===== config.mk =====
export PLATFORM = sky130hd
export DESIGN_NAME = result_writeback_flat
export DESIGN_NICKNAME = d
export VERILOG_FILES = /design/src/rtl/xlr8_pkg.sv /design/src/rtl/result_writeback_if.sv /design/src/rtl/result_snapshot.sv /design/src/rtl/result_writeback.sv /design/src/flat_wrapper.sv
export SDC_FILE = /design/constraint.sdc
export NUM_CORES = 1
export LEC_CHECK = 0
export ABC_AREA = 0
export BUFFER_PORTS_ARGS = -buffer_cell sky130_fd_sc_hd__buf_4
export CAP_MARGIN = 20
export CORE_AREA = 5 5 421 423
export CTS_CLUSTER_DIAMETER = 100
export DETAILED_ROUTE_END_ITERATION = 8
export DIE_AREA = 0 0 426 428
export PLACE_DENSITY = 0.45
export SYNTH_ARGS = -nofsm -noshare
export SYNTH_HDL_FRONTEND = slang
export SYNTH_SLANG_ARGS = --single-unit

===== constraint.sdc =====
create_clock -name clk -period 34.1 [get_ports clk]
set_input_delay 1.705 -clock clk [delete_from_list [all_inputs] [get_ports clk]]
set_output_delay 1.705 -clock clk [all_outputs]
set_load 0.01 [all_outputs]

===== src/rtl/xlr8_pkg.sv =====
// xlr8_pkg: shared accelerator constants and the result writeback FSM states.
package xlr8_pkg;
  localparam int N = 8;
  localparam int DATA_W = 16;
  localparam int ADDR_W = 10;
  localparam int WB_BEATS = 2 * N * N;
  typedef enum logic [1:0] {WB_IDLE, WB_WRITE, WB_DONE} wb_state_t;
endpackage


===== src/rtl/result_writeback_if.sv =====
// result_writeback_if: byte-wide RAM write port with valid/ready handshake.
interface result_writeback_if #(parameter int ADDR_W = xlr8_pkg::ADDR_W);
  logic              mem_wen;
  logic [ADDR_W-1:0] mem_addr;
  logic [7:0]        mem_wd;
  logic              mem_ready;
  modport master (output mem_wen, mem_addr, mem_wd, input mem_ready);
  modport slave  (input mem_wen, mem_addr, mem_wd, output mem_ready);
endinterface


===== src/rtl/result_snapshot.sv =====
// result_snapshot: N*N result bank loaded in one cycle, read back one byte at a time.
module result_snapshot #(
  parameter int N = xlr8_pkg::N,
  parameter int DATA_W = xlr8_pkg::DATA_W,
  localparam int BW = $clog2(2 * N * N)
) (
  input  logic                  clk,
  input  logic                  load,
  input  logic [N*N*DATA_W-1:0] c_flat,
  input  logic [BW-1:0]         beat,
  output logic [7:0]            rd_byte
);
  logic [DATA_W-1:0] bank [N*N];
  always_ff @(posedge clk)
    if (load)
      for (int i = 0; i < N * N; i++) bank[i] <= c_flat[i*DATA_W +: DATA_W];
  // beat = {element index, byte select}
  assign rd_byte = bank[beat[BW-1:1]][{beat[0], 3'b000} +: 8];
endmodule


===== src/rtl/result_writeback.sv =====
// result_writeback: drains a snapshotted N*N result matrix into RAM as byte beats.
// Define WB_CHECKSUM_EN to build the running byte-sum on checksum; otherwise it is 0.
module result_writeback #(
  parameter int N = xlr8_pkg::N,
  parameter int DATA_W = xlr8_pkg::DATA_W,
  parameter int ADDR_W = xlr8_pkg::ADDR_W
) (
  input  logic                  clk,
  input  logic                  rst,
  input  logic                  start,
  input  logic [ADDR_W-1:0]     addr_mtxC,
  input  logic [N*N*DATA_W-1:0] c_flat,
  result_writeback_if.master    mem,
  output logic                  busy,
  output logic                  wb_done,
  output logic [15:0]           checksum
);
  import xlr8_pkg::*;
  localparam int BW = $clog2(2 * N * N);
  wb_state_t         state;
  logic [ADDR_W-1:0] base;
  logic [BW-1:0]     beat;
  logic [BW-1:0]     nxt;
  logic [7:0]        rd_byte;
  logic              load;
  logic              accept;
  logic              last;
  assign load   = state == WB_IDLE && start;
  assign accept = mem.mem_wen && mem.mem_ready;
  assign nxt    = beat + 1'b1;
  assign last   = beat == BW'(2 * N * N - 1);
  result_snapshot #(.N(N), .DATA_W(DATA_W)) u_snap (
    .clk(clk), .load(load), .c_flat(c_flat), .beat(nxt), .rd_byte(rd_byte)
  );
  // Address/data are registered one beat ahead so they hold steady through stalls.
  always_ff @(posedge clk or negedge rst) begin
    if (!rst) begin
      state        <= WB_IDLE;
      base         <= '0;
      beat         <= '0;
      mem.mem_wen  <= 1'b0;
      mem.mem_addr <= '0;
      mem.mem_wd   <= '0;
      busy         <= 1'b0;
      wb_done      <= 1'b0;
    end else begin
      case (state)
        WB_IDLE:
          if (start) begin
            state        <= WB_WRITE;
            base         <= addr_mtxC;
            beat         <= '0;
            mem.mem_wen  <= 1'b1;
            mem.mem_addr <= addr_mtxC;
            mem.mem_wd   <= c_flat[7:0];
            busy         <= 1'b1;
          end
        WB_WRITE:
          if (accept) begin
            beat         <= nxt;
            mem.mem_addr <= base + ADDR_W'(nxt);
            mem.mem_wd   <= rd_byte;
            if (last) begin
              state       <= WB_DONE;
              mem.mem_wen <= 1'b0;
              busy        <= 1'b0;
              wb_done     <= 1'b1;
            end
          end
        WB_DONE: begin
          state   <= WB_IDLE;
          wb_done <= 1'b0;
        end
        default: state <= WB_IDLE;
      endcase
    end
  end
`ifdef WB_CHECKSUM_EN
  always_ff @(posedge clk or negedge rst) begin
    if (!rst) checksum <= '0;
    else if (load) checksum <= '0;
    else if (accept) checksum <= checksum + 16'(mem.mem_wd);
  end
`else
  assign checksum = '0;
`endif
endmodule


===== src/flat_wrapper.sv =====
// flat-port wrapper written by rule: the top's interface ports become plain ports
module result_writeback_flat import xlr8_pkg::*;
#(
  parameter int N = xlr8_pkg::N,
  parameter int DATA_W = xlr8_pkg::DATA_W,
  parameter int ADDR_W = xlr8_pkg::ADDR_W
)
  (clk, rst, start, addr_mtxC, c_flat, busy, wb_done, checksum, mem_mem_wen, mem_mem_addr, mem_mem_wd, mem_mem_ready);
  result_writeback_if #(.ADDR_W(ADDR_W)) mem_i ();
  input  logic clk;
  input  logic rst;
  input  logic start;
  input  logic [ADDR_W-1:0] addr_mtxC;
  input  logic [N*N*DATA_W-1:0] c_flat;
  output logic busy;
  output logic wb_done;
  output logic [15:0] checksum;
  output wire logic [$bits(mem_i.mem_wen)-1:0] mem_mem_wen;
  output wire logic [$bits(mem_i.mem_addr)-1:0] mem_mem_addr;
  output wire logic [$bits(mem_i.mem_wd)-1:0] mem_mem_wd;
  input wire logic [$bits(mem_i.mem_ready)-1:0] mem_mem_ready;
  assign mem_mem_wen = mem_i.mem_wen;
  assign mem_mem_addr = mem_i.mem_addr;
  assign mem_mem_wd = mem_i.mem_wd;
  assign mem_i.mem_ready = mem_mem_ready;
  result_writeback #(.N(N), .DATA_W(DATA_W), .ADDR_W(ADDR_W)) u_core (.clk(clk), .rst(rst), .start(start), .addr_mtxC(addr_mtxC), .c_flat(c_flat), .mem(mem_i), .busy(busy), .wb_done(wb_done), .checksum(checksum));
endmodule

==> impl_metrics.toml <==
[critical_path]
worstSetupPathType = "in -> reg"
start_kind = "input port"
required_ps = 34470
critPathArrivalTime_ps = 6010
cp_max_fo = 138
critPathCaptureType = "register"

[logic_synthesis]
syn_area_um2 = 41400
syn_avg_cell_area_um2 = 20.8
synth-edff-count = 1024
synth_ff_type = "edfxtp_1"
async_flop_share_pct = 3.67
seq_area_frac_synth_pct = 76.7
netlist-cell-type-count = 56
ys_ff_latch = 1063
yosys_warnings = 0
netlist_instances = 1988

[clock_network]
postCtsSetupBuffers = 0
cts.sinks = 1063
htree_num_levels = 3
numCtsBuffers = 121
clkSlewWorstSetupHoldPaths_ps = 60
cts_tree = "built"
root_buffer = "clkbuf_16"
insertion_delay_ps = 780
clockBufferDepth = 3
cts_resized = 0
ctsHoldBuffers = 0

[global_route]
grt-ovfl-total = 0
grt_pass1_wl_mm = 222
grt_busiest_layer = "met2"
grt_pass1_vias = 25900
grt_use_met3_pct = 5.32
use_met1_pct = 19.8
antenna_found_initial = 65
grt_max_degree = 157
use_met2_pct = 32.9
globalRouteTotalUtil_pct = 18.0

[placement]
place_congestion = 0.804
placed_area_um2 = 52000
placedCellCount = 5312
portBuffers = 1058
dp_slack_ps = 27560
hpwl_mm = 129

[detailed_routing]
first_iter_violations = 1875
wl_per_cell_um = 30.5
ant_nets = 0
dr.pass1.iters = 5
via_count = 24200
vias_per_cell = 4.34
drcViolationCount = 0
wl_mm = 170

[floorplanning]
die_area_um2 = 182000
initial_utilization_pct = 23.9
rows = 153
ios = 1075
die_w_um = 426
dieHeight_um = 428
core_area_um2 = 173000

[power]
vdd.ir_drop.worst_uv = 74.4
power_per_cell_area_nw_per_um2 = 72.5
p_sw_mw = 1.29
p_leak_nw = 19.8
intPower_mw = 2.77
power_frac_seq_pct = 35.9
netSwitchingFraction_pct = 31.8
p_comb_share_pct = 32.2
power_mw = 4.06
pwr-share-clk_pct = 31.9

[finish]
final_cell_mix = "1098 x buf_4, 1024 x edfxtp_1, 264 x mux4_2, 203 x nand2_1, 121 x clkbuf_16"
nFillCells = 17000
drive_above_1_share_pct = 48.3
finalNetCount = 4157
area_delta_synth_final_pct = 35.4
post-route-util_pct = 32.4
fin_area_um2 = 56000
final_common_cell = "buf_4"
final_cells = 5576

[sta]
fin_setup_tns_ps = 0
setup_ws_ps = 28460
finalHoldViolCount = 0
finClkSkew_ps = 56.4
setup_viol = 0
tightestPinTransition_ps = 1130
max-slew-margin-rel_pct = 24.4
whs_ps = 495
finalMaxSlewViolations = 0
finalCritPeriodShare_pct = 16.5
max_freq_ghz = 0.177
min_period_ps = 5640
rsz0062_at_grt = "no"

[min_path]
min_path_type = "reg -> reg"

[flow_run]
cap_violations = 0

[outcome]
status = "completed"
-- cell usage after synthesis (all sizes together) (3+ instances only) --
cell | count | area, µm²
nand3 | 71 | 360
mux4 | 264 | 5950
a311o | 6 | 60.1
inv | 8 | 30.0
clkbuf | 23 | 86.3
a311oi | 3 | 26.3
and3 | 9 | 56.3
buf | 93 | 608
a31oi | 24 | 150
a22oi | 24 | 180
nor2 | 43 | 161
mux2i | 25 | 250
xor2 | 3 | 41.3
edfxtp | 1024 | 30700
a21o | 5 | 37.5
nor3 | 8 | 50.1
a21oi | 17 | 85.1
o21bai | 4 | 30.0
ha | 8 | 100
nand2 | 203 | 762
nand4 | 13 | 81.3
xnor2 | 6 | 52.6
o21ai | 31 | 159
dfrtp | 39 | 976
o2111a | 6 | 67.6
-- critical path: stages --
cell,delay (ps)
buf_4,80
or3b_1,620
inv_8,800
buf_4,830
buf_4,880
buf_4,910
-- final timing paths --
path / slack, ps / cells past startpoint / start / end
max in group asynchronous: 32710 / 1 / rst / u_core.mem.mem_wd[3]
worst min register to register: 490 / 2 / u_core.base[0] / u_core.base[0]
worst min-delay path: 490 / 2 / u_core.base[0] / u_core.base[0]
worst max register to register: 28760 / 9 / u_core.beat[0] / u_core.mem.mem_wd[3]
worst max-delay path: 28460 / 6 / start / u_core.u_snap.bank[10][10]
min in group asynchronous: 950 / 1 / rst / u_core.mem.mem_addr[5]
-- flip-flops by register name, summed over array words and instances (netlist names) --
signal and flops:
u_core.busy 1, u_core.wb_done 1, u_core.beat 7, u_core.mem.mem_addr 10
u_core.base 10, u_core.u_snap.bank 1024, u_core.state 2, u_core.mem.mem_wd 8
-- cell families (layout without fill, tap and decap cells) --
kind of cell | count (synthesis) | in the layout | synth area share [%]
buffers and inverters | 125 | 1332 | 1.76
flip-flops | 1063 | 1063 | 76.7
multiplexers | 289 | 289 | 15.0
XOR/XNOR | 9 | 9 | 0.227
AO/OA/AOI/OAI | 135 | 135 | 2.29
other | 1 | 57 | 0.00907
adder cells (fa/ha/maj) | 9 | 9 | 0.290
AND/OR/NAND/NOR | 357 | 357 | 3.73
-- power by group through the flow --
stage | Clock, mW | Combinational (mW) | Sequential, mW
after floorplan | 0 | 0.833 | 1.48
after global placement | 0 | 1.36 | 1.48
after detailed placement | 0 | 1.36 | 1.48
after CTS | 1.33 | 1.36 | 1.46
after global routing | 1.38 | 1.41 | 1.46
final | 1.29 | 1.31 | 1.46
-- layer usage --
metal / up-vias / wire length (µm)
li1: 10500 / -
met1: 12600 / 61100
met2: 889 / 91600
met3: 203 / 12100
met4: 26 / 4970
met5: - / 164
-- layout make-up --
type                    instances  area [µm²]  area share (%)
flip-flops and latches       1063       31700            56.6
multi-input cells             815        9030            16.1
repair buffers               1100        8280            14.8
clock buffers                 157        3230            5.77
well taps                    2325        2910            5.19
clock inverters                66         681            1.22
diodes                         41         103           0.183
inverters                       9        46.3          0.0827
Note: power is estimated with default switching activity, not from simulation.
